==> config.mk <==
export PLATFORM = sky130hd
export DESIGN_NAME = hazard_unit
export DESIGN_NICKNAME = d
export VERILOG_FILES = /design/src/rtl/hazard_unit.sv
export SDC_FILE = /design/constraint.sdc
export NUM_CORES = 1
export LEC_CHECK = 0
export BUFFER_PORTS_ARGS = -buffer_cell sky130_fd_sc_hd__buf_2
export CORE_MARGIN = 2
export CORE_UTILIZATION = 31
export DETAILED_ROUTE_END_ITERATION = 12
export PLACE_DENSITY = 0.84
export RECOVER_POWER = 100
export SYNTH_ARGS = -nofsm -noshare
export SYNTH_HDL_FRONTEND = slang
export SYNTH_SLANG_ARGS = --single-unit
==> constraint.sdc <==
create_clock -name vclk -period 1.3
set_input_delay 0.195 -clock vclk [all_inputs]
set_output_delay 0.195 -clock vclk [all_outputs]
set_load 0.01 [all_outputs]
==> src/rtl/hazard_unit.sv <==
// Load-use stall, taken-branch flush and EX operand forwarding for the five-stage core.
// Define HAZARD_UNIT_STATS_EN to add saturating stall/flush event counters.
module hazard_unit (
  input  logic       clk             = 1'b0,
  input  logic       rst             = 1'b0,
  input  logic       id_ex_memRead,
  input  logic [4:0] id_ex_rd,
  input  logic [4:0] if_id_rs1,
  input  logic [4:0] if_id_rs2,
  input  logic       ex_branch_taken = 1'b0,
  input  logic [4:0] id_ex_rs1       = 5'd0,
  input  logic [4:0] id_ex_rs2       = 5'd0,
  input  logic       ex_mem_regWrite = 1'b0,
  input  logic [4:0] ex_mem_rd       = 5'd0,
  input  logic       mem_wb_regWrite = 1'b0,
  input  logic [4:0] mem_wb_rd       = 5'd0,
  output logic       stall,
  output logic       pc_write,
  output logic       if_id_write,
  output logic       id_ex_flush,
  output logic       if_id_flush,
  output logic [1:0] forward_a,
  output logic [1:0] forward_b
`ifdef HAZARD_UNIT_STATS_EN
  ,
  output logic [31:0] stall_count,
  output logic [31:0] flush_count
`endif
);

  logic load_use;

  assign load_use = id_ex_memRead && (id_ex_rd != 5'd0) &&
                    ((id_ex_rd == if_id_rs1) || (id_ex_rd == if_id_rs2));

  // A taken branch squashes the younger instructions, so the load-use stall is moot.
  always_comb begin
    stall       = 1'b0;
    pc_write    = 1'b1;
    if_id_write = 1'b1;
    id_ex_flush = 1'b0;
    if_id_flush = 1'b0;
    if (ex_branch_taken) begin
      id_ex_flush = 1'b1;
      if_id_flush = 1'b1;
    end else if (load_use) begin
      stall       = 1'b1;
      pc_write    = 1'b0;
      if_id_write = 1'b0;
      id_ex_flush = 1'b1;
    end
  end

  function automatic logic [1:0] fwd_sel(input logic [4:0] rs);
    if (ex_mem_regWrite && (ex_mem_rd != 5'd0) && (ex_mem_rd == rs))
      return 2'b10;
    else if (mem_wb_regWrite && (mem_wb_rd != 5'd0) && (mem_wb_rd == rs))
      return 2'b01;
    else
      return 2'b00;
  endfunction

  assign forward_a = fwd_sel(id_ex_rs1);
  assign forward_b = fwd_sel(id_ex_rs2);

`ifdef HAZARD_UNIT_STATS_EN
  logic [31:0] stall_count_q, stall_count_d;
  logic [31:0] flush_count_q, flush_count_d;

  // Counters hold at all-ones rather than wrapping.
  always_comb begin
    stall_count_d = stall_count_q;
    flush_count_d = flush_count_q;
    if (stall && (stall_count_q != 32'hFFFF_FFFF))
      stall_count_d = stall_count_q + 32'd1;
    if (if_id_flush && (flush_count_q != 32'hFFFF_FFFF))
      flush_count_d = flush_count_q + 32'd1;
  end

  always_ff @(posedge clk) begin
    if (rst) begin
      stall_count_q <= 32'd0;
      flush_count_q <= 32'd0;
    end else begin
      stall_count_q <= stall_count_d;
      flush_count_q <= flush_count_d;
    end
  end

  assign stall_count = stall_count_q;
  assign flush_count = flush_count_q;
`else
  logic unused_clk_rst;
  assign unused_clk_rst = clk ^ rst;
`endif

endmodule

* Word-level counts from Yosys, hierarchy flattened
Cells that the tools add are included.
** Word-level totals
- Bits in registers :: 0
- Output and inout port bits :: 9
- Input port bits :: 41
- Word-level logic and storage cells :: 28
** Operators by class
- Reduce and logical (&&, ||, !) cells :: 12
- Equal/unequal tests :: 6
- Multiplexer cells :: 10
** Operator list (count)
- 5-bit == test :: 6
- 5-bit nonzero test :: 3
- 1-bit logical AND :: 8
- 1-bit two-way mux :: 8
- 2-bit two-way mux :: 2
- 1-bit logical OR :: 1

* Depth between registers and ports, before layout
- Depth after elaboration :: 5
- Mapped depth :: 5

* Least setup slack after synthesis
OpenSTA, ideal clock, no wires.
- Path kind :: in2out
- From :: input ex_mem_rd[1]
- To :: output forward_a[0]
- Path slack :: -0.234 ns
- Stages :: 4
- Data arrival time :: 1.339 ns
- Path through :: or4_1 o21ai_2 nor4_1 nor4_2
** Between the ends
- Cells in the longest elaborated chain, start to end :: 4
- Elaborated cells between the ends (all ways) :: 5
- Classes of those cells :: 1 x eq/ne; 1 x mux; 3 x reduce/logical
** RTL lines
- from (decl) :: line 14 : input logic [4:0] ex_mem_rd = 5'd0,
- 5-bit nonzero test :: line 55 : if (ex_mem_regWrite && (ex_mem_rd != 5'd0) && (ex_mem_rd == rs))
- 1-bit logical AND :: line 55
- 1-bit logical AND * :: line 55
- 2-bit two-way mux * :: line 55
- to (decl) :: line 22 : output logic [1:0] forward_a,
Every way passes the cells marked *; elsewhere a longest branch is shown, timed or not.

* Worst setup path in the final report
- From :: input mem_wb_rd[3]
- To :: output forward_b[0]
** Between the ends
- Cells in the longest elaborated chain, start to end :: 5
- Elaborated cells between the ends (all ways) :: 6
- Classes of those cells :: 1 x eq/ne; 2 x mux; 3 x reduce/logical
** RTL lines
- from (decl) :: line 16 : input logic [4:0] mem_wb_rd = 5'd0,
- 5-bit nonzero test :: line 57 : else if (mem_wb_regWrite && (mem_wb_rd != 5'd0) && (mem_wb_rd == rs))
- 1-bit logical AND :: line 57
- 1-bit logical AND * :: line 57
- 1-bit two-way mux * :: line 57
- 2-bit two-way mux * :: line 55
- to (decl) :: line 23 : output logic [1:0] forward_b
Marks and branches as above.

==> results.yml <==
worst_setup_path:
  crit_fanout: 3
  slowest_delay_ns: 0.54
  critPathArrivalTime_ns: 1.44
  required_ns: 1.11
  critPathTopFamily: "simple AND/OR/NAND/NOR gates"
  endpoint_kind: "primary output"
  crit_path_top_delay_cell: "or4_4"
  cp_num_buf_inv: 2
  path_class: "input port to primary output"
  timing.critical_path.cells: "buf_4, xor2_1, or4_4, nor4_4, buf_2"
  start_kind: "input port"
global_routing:
  grt_max_degree: 5
  grt.overflow.total: 0
  grt_pass1_wl_um: 2210
  grt_pass1_vias: 562
  grt.total_usage_pct: 19.8
  antenna_found_initial: 0
timing:
  rsz0062_at_grt: "yes"
  hold_viol_final: 0
  slew-limit-headroom_pct: 74.4
  layout_setup_ws_ns: -0.334
  setup_viol: 8
  fin_crit_sh_pct: 126
  fmax_mhz: 612
  tightest_slew_ns: 0.382
  min_period_ns: 1.63
  maxSlewViolCount: 0
final_layout:
  seq_cells: 0
  regArea_um2: 0
  fillers: 91
  drive_gt1_share_pct: 66.7
  final_nets: 157
  n_clock_buffer: 0
  fin_cells: 129
  num_antenna_cells: 0
  area.growth.synth_to_final_pct: 128
synthesis:
  yosysUniqueCellTypes: 15
  syn-num-nets: 95
  ys_seq_area_share_pct: 0
  synth_cells: 54
  avgSynthCellArea_um2: 7.88
  syn_area_um2: 425
  ys_warn_count: 0
drt:
  wirelength_um: 1720
  antenna_left: 0
  drt_iter0_drc: 1
  drtPass1Iterations: 4
  dr_total_vias: 636
  viasPerCell: 4.93
  drc_errors: 0
  wl_per_cell_um: 13.3
flow_run:
  maxCapViolCount: 0
floorplanning:
  rows: 13
  core_area_mm2: 0.00128
  die_h_um: 41.0
  ioPinCount: 50
  start_util_pct: 33.1
  die_w_um: 41.0
  die_area_mm2: 0.00168
placement:
  dp.cells: 129
  portBuffers: 48
  gp_congestion: 0.719
  place_hpwl_um: 1290
pwr:
  power.total_uw: 302
  leakagePower_uw: 0.000449
  powerDensity_mw_per_mm2: 312
  ir_drop_v: 0.000179
clock_network:
  cts.hold.buffers_added: 0
run_status:
  violations: "setup timing"
  run_status: "complete, but fails checks"
worst_hold_path:
  holdCritPathClass: "input port to primary output"
==> area by class of cell <==
cell class                      count  area [um^2]  share of cell area (%)
Multi-Input combinational cell     52          508                    52.5
Timing Repair Buffer               62          442                    45.6
Tap cell                           15         18.8                    1.94
==> through the flow <==
| stage | setup TNS [ns] | setup WS, ns | area [um^2] | hold WS (ns) | utilization (%) |
|---|---|---|---|---|---|
| 3_3_place_gp | -1.71 | -0.327 | 812 | 0.615 | 63.2 |
| 3_5_place_dp | -1.94 | -0.339 | 812 | 0.620 | 63.2 |
| 6_report | -1.45 | -0.334 | 968 | 0.635 | 75.4 |
| 2_1_floorplan | -0.212 | -0.0900 | 467 | 0.444 | - |
| 5_1_grt | -1.71 | -0.380 | 968 | 0.655 | 75.4 |
| 4_1_cts | -1.47 | -0.332 | 942 | 0.632 | 73.3 |
==> kinds of logic after synthesis <==
logic type | after synthesis | synth area share (%)
XOR/XNOR | 30 | 61.8
AND/OR/NAND/NOR | 17 | 26.8
AO/OA/AOI/OAI | 5 | 7.94
buffers and inverters | 2 | 3.53
==> path summary, 6_finish.rpt <==
check / start / endpoint / slack [ns] / cells after the start
setup / recovery: mem_wb_rd[3] / forward_b[0] / -0.33 / 5
hold / removal: ex_branch_taken / if_id_flush / 0.64 / 2
==> cell usage after synthesis, drive strengths merged <==
| cell type | number | area (um^2) |
|---|---|---|
| nand3 | 2 | 10.0 |
| nor4 | 4 | 37.5 |
| xnor2 | 6 | 52.6 |
| xor2 | 24 | 210 |
| o21ai | 3 | 18.8 |
| nor3 | 3 | 15.0 |
| or3 | 1 | 6.26 |
| buf | 2 | 15.0 |
| a22oi | 1 | 7.51 |
| or4 | 5 | 37.5 |
| o21bai | 1 | 7.51 |
| nor2 | 2 | 7.51 |
==> layout by cell type, fill, tap and decap left out <==
cell type	count
xnor2_1	6
xor2_1	24
or4_4	4
buf_8	2
o21ai_4	2
buf_6	12
nor2_1	2
buf_2	32
or4_1	1
nand3_1	2
nor4_2	1
clkbuf_1	1
nor3_2	3
buf_4	15
o21ai_1	1
o21bai_1	1
nor4_4	3
a22oi_2	1
or3_4	1
==> metal layers <==
layer  GRT usage, %  part of all wire (%)
met1           16.8                    34
met2           47.7                    54
met5              0                     0
met3           1.63                    12
met4              0                     0
==> where the power goes <==
part           switching (uW)  leakage [uW]  internal [uW]  total (uW)
registers                   0             0              0           0
logic                     135      0.000449            167         302
clock network               0             0              0           0
total                     135      0.000449            167         302
==> what timing repair did <==
action / 4_1_cts / 5_1_grt
pin swaps: 15 / 4
gates cloned: 0 / 0
setup buffers: 1 / 0
gates resized for setup: 27 / 6
endpoints found under the setup margin: 8 / 8
Note: power is estimated with default switching activity, not from simulation.
